File: config.mk
export PLATFORM = sky130hd
export DESIGN_NAME = divider_reconstruct_seq
export DESIGN_NICKNAME = d
export VERILOG_FILES = /design/src/rtl/divider_reconstruct_seq.sv
export SDC_FILE = /design/constraint.sdc
export NUM_CORES = 1
export LEC_CHECK = 0
export CAP_MARGIN = 20
export CORE_MARGIN = 1
export CORE_UTILIZATION = 49
export DETAILED_ROUTE_END_ITERATION = 7
export HOLD_SLACK_MARGIN = 0.08
export PLACE_DENSITY_LB_ADDON = 0.05
export SLEW_MARGIN = 0
export SYNTH_ARGS = -nofsm -noshare
export SYNTH_HDL_FRONTEND = slang
export SYNTH_SLANG_ARGS = --single-unit
File: constraint.sdc
create_clock -name clk -period 4.52 [get_ports clk]
set_input_delay 1.13 -clock clk [delete_from_list [all_inputs] [get_ports clk]]
set_output_delay 1.13 -clock clk [all_outputs]
set_load 0.01 [all_outputs]
File: src/rtl/divider_reconstruct_seq.sv
// Rebuilds n_rec = q*d + r with a shift-add multiplier, LSB first, one bit per cycle, and reports err = n - n_rec.
// Define RECON_SQERR_ACC_EN to add the squared-error accumulator (sq_err_acc, sample_cnt, acc_clr).
module divider_reconstruct_seq #(
  parameter int WIDTH = 8,
  parameter int ACC_W = 48
) (
  input  logic                 clk,
  input  logic                 rst,
  input  logic                 in_valid,
  output logic                 in_ready,
  input  logic [2*WIDTH-1:0]   n,
  input  logic [WIDTH-1:0]     d,
  input  logic [WIDTH-1:0]     q,
  input  logic [WIDTH-1:0]     r,
  output logic                 out_valid,
  input  logic                 out_ready,
  output logic [2*WIDTH-1:0]   n_rec,
  output logic [2*WIDTH:0]     err,
  output logic                 match
`ifdef RECON_SQERR_ACC_EN
  ,
  input  logic                 acc_clr,
  output logic [ACC_W-1:0]     sq_err_acc,
  output logic [31:0]          sample_cnt
`endif
);

  localparam int PW = 2 * WIDTH;
  localparam int EW = PW + 1;
  localparam int CW = (WIDTH > 1) ? $clog2(WIDTH) : 1;

  typedef enum logic [1:0] {IDLE, MUL, DONE} state_t;

  state_t           state_reg, state_next;
  logic [PW-1:0]    acc_reg, acc_next;
  logic [PW-1:0]    mcand_reg, mcand_next;
  logic [WIDTH-1:0] qsh_reg, qsh_next;
  logic [CW-1:0]    cnt_reg, cnt_next;
  logic [PW-1:0]    n_reg, n_next;
  logic [PW-1:0]    n_rec_reg, n_rec_next;
  logic [EW-1:0]    err_reg, err_next;
  logic             match_reg, match_next;

  logic [PW-1:0]    addend;
  logic [PW-1:0]    acc_sum;

  // Partial product: the shifted multiplicand gated by the current quotient bit.
  genvar gi;
  generate
    for (gi = 0; gi < PW; gi++) begin : g_addend
      assign addend[gi] = mcand_reg[gi] & qsh_reg[0];
    end
  endgenerate

  assign acc_sum = acc_reg + addend;

  always_comb begin
    state_next = state_reg;
    acc_next   = acc_reg;
    mcand_next = mcand_reg;
    qsh_next   = qsh_reg;
    cnt_next   = cnt_reg;
    n_next     = n_reg;
    n_rec_next = n_rec_reg;
    err_next   = err_reg;
    match_next = match_reg;
    case (state_reg)
      IDLE: begin
        if (in_valid) begin
          acc_next   = PW'(r);
          mcand_next = PW'(d);
          qsh_next   = q;
          cnt_next   = '0;
          n_next     = n;
          state_next = MUL;
        end
      end
      MUL: begin
        acc_next   = acc_sum;
        mcand_next = mcand_reg << 1;
        qsh_next   = qsh_reg >> 1;
        cnt_next   = cnt_reg + CW'(1);
        // Last bit: results are registered on the same edge that enters DONE.
        if (cnt_reg == CW'(WIDTH - 1)) begin
          state_next = DONE;
          n_rec_next = acc_sum;
          err_next   = {1'b0, n_reg} - {1'b0, acc_sum};
          match_next = (err_next == '0);
        end
      end
      DONE: begin
        if (out_ready) state_next = IDLE;
      end
      default: state_next = IDLE;
    endcase
  end

  always_ff @(posedge clk) begin
    if (rst) begin
      state_reg <= IDLE;
      acc_reg   <= '0;
      mcand_reg <= '0;
      qsh_reg   <= '0;
      cnt_reg   <= '0;
      n_reg     <= '0;
      n_rec_reg <= '0;
      err_reg   <= '0;
      match_reg <= 1'b0;
    end else begin
      state_reg <= state_next;
      acc_reg   <= acc_next;
      mcand_reg <= mcand_next;
      qsh_reg   <= qsh_next;
      cnt_reg   <= cnt_next;
      n_reg     <= n_next;
      n_rec_reg <= n_rec_next;
      err_reg   <= err_next;
      match_reg <= match_next;
    end
  end

  assign in_ready  = (state_reg == IDLE);
  assign out_valid = (state_reg == DONE);
  assign n_rec     = n_rec_reg;
  assign err       = err_reg;
  assign match     = match_reg;

`ifdef RECON_SQERR_ACC_EN
  logic signed [2*EW-1:0] err_ext;
  logic signed [2*EW-1:0] sq_err;
  logic [ACC_W-1:0]       sq_err_acc_reg;
  logic [31:0]            sample_cnt_reg;

  // Sign-extend before squaring so the product of a negative error is its true square.
  assign err_ext = {{EW{err_reg[EW-1]}}, err_reg};
  assign sq_err  = err_ext * err_ext;

  always_ff @(posedge clk) begin
    if (rst || acc_clr) begin
      sq_err_acc_reg <= '0;
      sample_cnt_reg <= '0;
    end else if (out_valid && out_ready) begin
      sq_err_acc_reg <= sq_err_acc_reg + ACC_W'($unsigned(sq_err));
      sample_cnt_reg <= sample_cnt_reg + 32'd1;
    end
  end

  assign sq_err_acc = sq_err_acc_reg;
  assign sample_cnt = sample_cnt_reg;
`endif

endmodule

==> qor.csv, run 1 <==
stage,metric,value,unit
final_layout,regArea,1908,um^2
critical_path,worstSetupPathType,reg -> reg,
floorplanning,dieWidth,106.7,um
synth,synthXorXnorAreaFrac,4.844,%
global_route,grt-ovfl-total,0,
final_layout,drive_gt1_share,11.79,%
synth,synthMuxAreaShare,0.3726,%
routing,drtAntennaViolNets,0,
synth,synth-edff-count,0,
global_route,grt_pass1_wl,22280,um
synth,ys.flop_type,dfxtp_1,
status,status,completed,
final_layout,layout_common_cells,"nand2_1 (134), dfxtp_1 (92), nor2_1 (79)",
routing,vias_per_cell,5.546,
critical_path,worstSetupEndpointType,flip-flop,
clock_network,ctsLongestPathBuffers,2,
routing,met1_length,6607,um
final_layout,fill_cells,953,
floorplanning,die_y,106.7,um
global_route,grt_max_degree,80,
synth,yosys_warnings,0,
worst_hold_path,hold_start,n_rec[14],
critical_path,worst-path-max-fanout,8,
final_layout,largest_reg_flops,17,
synth,synth_top_family_by_area,simple AND/OR/NAND/NOR gates,
critical_path,crit_path_start_kind,flip-flop,
routing,num_vias,5130,
clock_network,cts_sinks,95,
synth,ys_ff_latch,95,
pwr,p_total,0.001950,W
floorplanning,start_util,51.35,%
sta,fin_ws,109.1,ps
sta,rsz0062_at_grt,true,
final_layout,area_growth,25.94,%
floorplanning,io_pins,80,
pwr,power_frac_comb,26.2,%
critical_path,regToRegStartpoint,qsh_reg[0],
pwr,switching_share,31.69,%
synth,seq_area_frac_synth,35.40,%
routing,wl_met2,6467,um
pwr,clkPwrFrac,27.9,%
pwr,power_frac_seq,45.9,%
sta,fin_crit_sh,97.59,%
global_route,grt_antenna_before_repair,0,
synth,avgSynthCellArea,7.642,um^2
run,cap_violations,0,
synth,synth_compound_area_share,23.24,%
sta,layout_min_cycle_time,4411,ps
synth,synth_nets,774,
pwr,power_switching,0.0006180,W
critical_path,required,4790,ps
final_layout,finalNetCount,855,
floorplanning,core_area,10460,um^2
routing,wl_met3,537,um
clock_network,clkSlewWorstSetupHoldPaths,100,ps
pwr,internal_power,0.001332,W
routing,dr.pass1.iters,5,
clock_network,ctsHtreeMaxLevel,3,
pwr,powerDensity,288.2,nW/um^2
worst_hold_path,hold_depth,2,
sta,timing.fmax,226.7,MHz
pwr,peakVddDrop,0.1541,mV
synth,syn_inst,703,
sta,tns,0,ps
clock_network,cts-root-buf,clkbuf_8,
critical_path,reg2regPathDepth,17,
worst_hold_path,min-delay-path-class,reg -> reg,
synth,synth_area,5373,um^2
sta,whs,457.2,ps
synth,yosys.area_share.adder,7.173,%
critical_path,r2r-end,err[15],
sta,finalSetupViolCount,0,
clock_network,numCtsBuffers,9,
routing,drt_iter0_markers,256,
sta,final_hold_viol_count,0,
global_route,first_global_vias,4658,
routing,wl_per_cell,14.96,um
critical_path,worstPathArrival,4680,ps
synth,async_reset_ff_share,0,%
sta,worstMarginPinSlew,1008,ps
final_layout,final_common_cell,nand2_1,
sta,max_slew_margin,32.66,%
final_layout,n_antenna_cell,0,
pwr,p_leak,2.577,nW
final_layout,multiInputGateArea,3359,um^2
placement,io_buffers,79,
routing,route.detailed.drc,0,
global_route,grt_usage,24.27,%
placement,hpwl,9660,um
synth,synth_cell_types,70,
critical_path,reg2reg_slack,110,ps
worst_hold_path,min_to,n_rec[14],
synth,synth-simple-area-share,24.20,%
sta,final.setup_skew,12.73,ps
sta,maxSlewViolCount,0,
floorplanning,num_rows,37,
clock_network,cts_tree,yes,
clock_network,clock_latency,370,ps
routing,top_layer,met4,
placement,post-place-ws,-61.11,ps
routing,totalWireLength,13840,um
floorplanning,dieArea,11390,um^2
clock_network,hold_buffers,0,
placement,gp_congestion,0.8507,
[final cells by class]
cell class	instances	share of cell area, %
inverter	21	1.165
clock inverter	5	0.5917
clock buffer	11	2.090
tap	136	2.515
timing repair buffer	115	15.79
sequential	95	28.20
multi-input combinational	542	49.65
[worst max path at each step]
stage                      start      end  slack (ps)  cells after the start
floorplan             qsh_reg[0]  err[15]          40                     21
global placement      qsh_reg[0]  err[15]         100                     20
detailed placement    qsh_reg[0]  err[15]         -60                     19
CTS                 mcand_reg[1]  err[15]           6                     20
global route          qsh_reg[0]  err[15]         -80                     21
finish                qsh_reg[0]  err[15]         110                     17
[stage by stage]
stage | util [%] | instances | cell area [um^2]
after floorplan | - | 703 | 5373
after detailed placement | 60.46 | 896 | 6326
after CTS | 62.31 | 912 | 6519
final | 64.67 | 925 | 6766
after global routing | 64.67 | 925 | 6766
after global placement | 60.46 | 896 | 6326
[kinds of logic after synthesis]
kind of cell | count (synthesis)
xor+xnor | 28
compound gates | 186
simple gates | 296
flops | 95
fa+ha+maj | 30
buf+inv | 66
mux | 2
[Yosys cell counts (3+ instances only)]
cell	count	share of area (%)
and2_1	18	2.1
a21oi_1	79	7.4
nand2b_1	5	0.58
a21o_1	8	1.1
ha_1	25	5.8
o21ai_0	11	1.0
a211oi_1	16	2.2
or2_2	4	0.47
xnor2_1	19	3.1
o31ai_1	3	0.42
and3_1	4	0.47
nor3_1	6	0.56
xor2_1	7	1.1
o21bai_1	3	0.42
dfxtp_1	95	35
nand2_1	134	9.4
nand3_1	21	2.0
a31oi_1	10	1.2
inv_1	21	1.5
nor2_1	79	5.5
a22oi_1	5	0.70
nor2b_1	6	0.70
a311oi_1	17	2.8
buf_1	5	0.35
clkbuf_1	38	2.7
o21a_1	3	0.42
nand4_1	5	0.58
[power by group through the flow]
stage | Clock, W | Combinational [W] | Sequential [W]
after floorplan | 0 | 0.000320 | 0.000902
after global placement | 0 | 0.000444 | 0.000912
after detailed placement | 0 | 0.000452 | 0.000913
after CTS | 0.000552 | 0.000456 | 0.000894
after global routing | 0.000594 | 0.000561 | 0.000900
final | 0.000544 | 0.000510 | 0.000896
[what timing repair did]
item | in CTS | in global routing
pin swaps | 1 | 20
setup buffers | 0 | 12
hold endpoints to repair | 0 | 0
gates resized for setup | 3 | 28
setup endpoints to repair | 2 | 5
[layer usage]
| layer | up-vias | global-route usage [%] |
|---|---|---|
| met5 | - | 0 |
| met4 | 0 | 8.513 |
| met3 | 19 | 3.161 |
| met2 | 128 | 39.22 |
| met1 | 2360 | 33.14 |
| li1 | 2623 | - |
[worst max-delay path, cell delays in order (launching register included)]
cell and delay, ps:
dfxtp_4 370, and2_4 140, ha_4 160, fa_2 580, inv_2 70, ha_4 200, nor2b_4 120, o31a_1 300
o41a_1 420, maj3_2 360, o211ai_1 280, a22oi_2 140, a311oi_2 320, a211oi_2 80, maj3_2 330, a21oi_4 160
mux2i_1 100, a31o_1 180
No activity file was read; power rests on OpenSTA's default activity.
==> run 2: changes to the inputs <==
--- a/config.mk
+++ b/config.mk
@@ -7,10 +7,11 @@
 export LEC_CHECK = 0
 export CAP_MARGIN = 20
 export CORE_MARGIN = 1
-export CORE_UTILIZATION = 49
+export CORE_UTILIZATION = 50
 export DETAILED_ROUTE_END_ITERATION = 7
 export HOLD_SLACK_MARGIN = 0.08
 export PLACE_DENSITY_LB_ADDON = 0.05
+export RECOVER_POWER = 100
 export SLEW_MARGIN = 0
 export SYNTH_ARGS = -nofsm -noshare
 export SYNTH_HDL_FRONTEND = slang
==> constraint.sdc (replaced) <==
create_clock -name clk -period 5.7 [get_ports clk]
set_input_delay 1.425 -clock clk [delete_from_list [all_inputs] [get_ports clk]]
set_output_delay 1.425 -clock clk [all_outputs]
set_load 0.05 [all_outputs]
==> qor.csv, run 2 (synthesis gave the netlist of run 1 again) <==
stage,metric,value,unit,change
status,status,finished with violations,,
status,failed_checks,"capacitance limit, slew limit",,
final_layout,area_growth,19.42,%,
clock_network,post_cts_buffers,0,,unchanged
routing,totalWireLength,12860,um,-7.1%
sta,rsz0062_at_grt,false,,
placement,io_buffers,79,,unchanged
sta,max_slew_margin,-50.39,%,-83 points
clock_network,numCtsBuffers,9,,unchanged
final_layout,layout_common_cells,"nand2_1 (134), dfxtp_1 (95), nor2_1 (79), a21oi_1 (79), clkdlybuf4s50_1 (41)",,
critical_path,cp_slowest_cell,dfxtp_1,,
routing,drt_iter0_markers,173,,-32%
pwr,p_total,0.001583,W,-19%
clock_network,ctsHtreeMaxLevel,3,,unchanged
placement,post_dp_cell_area,6198,um^2,-2.0%
global_route,grt-ovfl-total,0,,unchanged
global_route,grt_usage,24.20,%,-0.068 points
pwr,p_leak,2.541,nW,-1.4%
pwr,peakVddDrop,0.1529,mV,-0.79%
sta,finalSetupViolCount,0,,unchanged
placement,dpl.cell_count,879,,-1.9%
run,cap_violations,4,,+4
clock_network,clock_latency,370,ps,about the same
final_layout,final_common_cell,nand2_1,,
floorplanning,core_area,10370,um^2,-0.89%
critical_path,worstSetupEndpointType,flip-flop,,
global_route,first_global_vias,4712,,+1.2%
pwr,powerDensity,246.8,nW/um^2,-14%
critical_path,worstSetupPathType,reg -> reg,,
routing,dr.pass1.iters,4,,-1
global_route,grt_pass1_wl,21830,um,-2.0%
sta,maxSlewViolCount,178,,+178
critical_path,worst-path-max-fanout,17,,+9
routing,wl_per_cell,14.37,um,-4.0%
clock_network,hold_buffers,0,,unchanged
floorplanning,start_util,51.81,%,+0.46 points
clock_network,cts-root-buf,clkbuf_8,,
placement,hpwl,9465,um,-2.0%
floorplanning,num_rows,37,,unchanged
routing,num_vias,4999,,-2.6%
critical_path,worstPathArrival,5390,ps,+710 ps
floorplanning,die_y,105.7,um,-0.98%
final_layout,final_core_util,61.87,%,-2.8 points
clock_network,ctsLongestPathBuffers,2,,unchanged
global_route,grt_antenna_before_repair,0,,unchanged
placement,gp_congestion,0.8619,,+1.3%
final_layout,drive_gt1_share,4.480,%,-7.3 points
sta,final_hold_viol_count,0,,unchanged
critical_path,max_stage_delay,610,ps,+30 ps
final_layout,largest_reg_flops,17,,unchanged
floorplanning,dieWidth,105.7,um,-0.98%
sta,layout_min_cycle_time,5131,ps,+720.0 ps
final_layout,fin_area,6416,um^2,-5.2%
final_layout,finalNetCount,825,,-3.5%
global_route,grt_max_degree,60,,-25%
routing,drtAntennaViolNets,0,,unchanged
clock_network,cts_tree,yes,,
critical_path,crit_path_start_kind,flip-flop,,
worst_hold_path,min-delay-path-class,reg -> reg,,
sta,worstMarginPinSlew,2256,ps,+1248 ps
final_layout,n_antenna_cell,0,,unchanged
critical_path,worstPathCellList,"and2_0, ha_1, a211oi_1, o21bai_1, a21oi_1, xnor2_1, inv_1, ha_1, or2_2, o31a_1, o41a_1, a21o_1, a311oi_1, a22oi_1, a311oi_2, a211oi_1, maj3_1, a21oi_2, mux2i_1, a31o_1",,
sta,final.setup_skew,8.195,ps,-4.531 ps
floorplanning,dieArea,11160,um^2,-2.0%
final_layout,final_cell_count_no_fill,895,,-3.2%
final_layout,fill_cells,979,,+2.7%
sta,tns,0,ps,unchanged
clock_network,clkSlewWorstSetupHoldPaths,90,ps,about the same
clock_network,cts_resized,0,,-3
routing,route.detailed.drc,0,,unchanged
sta,fin_crit_sh,90.02,%,-7.6 points
sta,timing.fmax,194.9,MHz,-14%
floorplanning,io_pins,80,,unchanged
routing,vias_per_cell,5.585,,+0.71%
clock_network,cts_sinks,95,,unchanged
critical_path,required,5960,ps,+1170 ps
run 2: routing by layer:
layer	part of all wire [%]	GRT usage (%)
met2	47	40.85
met1	47	31.53
met4	1.6	9.127
met3	4.5	2.907
met5	0	0
run 2: layout make-up:
type | instances | area [um^2] | area share (%)
sequential | 95 | 1902 | 29.64
multi-input combinational | 542 | 3206 | 49.96
clock inverter | 7 | 117.6 | 1.833
timing repair buffer | 85 | 818.3 | 12.75
clock buffer | 9 | 123.9 | 1.931
inverter | 21 | 78.83 | 1.229
tap | 136 | 170.2 | 2.652
run 2: where the power goes:
part	leakage [nW]	internal (W)	switching [W]
Sequential	0.773	0.000688	0.0000216
Combinational	1.64	0.000146	0.000192
Clock	0.124	0.000293	0.000243
Total	2.54	0.00113	0.000456
run 2: worst max-delay path: cells and delay by family (launching register included):
kind | cells | cell delay, ps
flip-flops | 1 | 610
multiplexers | 1 | 100
adder cells (fa/ha/maj) | 3 | 960
AO/OA/AOI/OAI | 12 | 2530
AND/OR/NAND/NOR | 2 | 560
buffers and inverters | 1 | 70
XOR/XNOR | 1 | 190
run 2: worst paths after layout:
check | from | depth (start not counted) | slack (ps) | to
setup / recovery | qsh_reg[0] | 20 | 570 | err[15]
hold / removal | n_rec[5] | 2 | 450 | n_rec[5]
setup reg to reg | qsh_reg[0] | 20 | 570 | err[15]
hold reg to reg | n_rec[5] | 2 | 450 | n_rec[5]
run 2: per-stage QoR:
stage / hold WS [ps] / worst slack, ps
after floorplan: 436.3 / 1221
after global placement: 441.7 / 984.8
after detailed placement: 445.0 / 687.2
after CTS: 458.5 / 681.9
after global routing: 478.5 / 152.2
final: 452.6 / 569.1
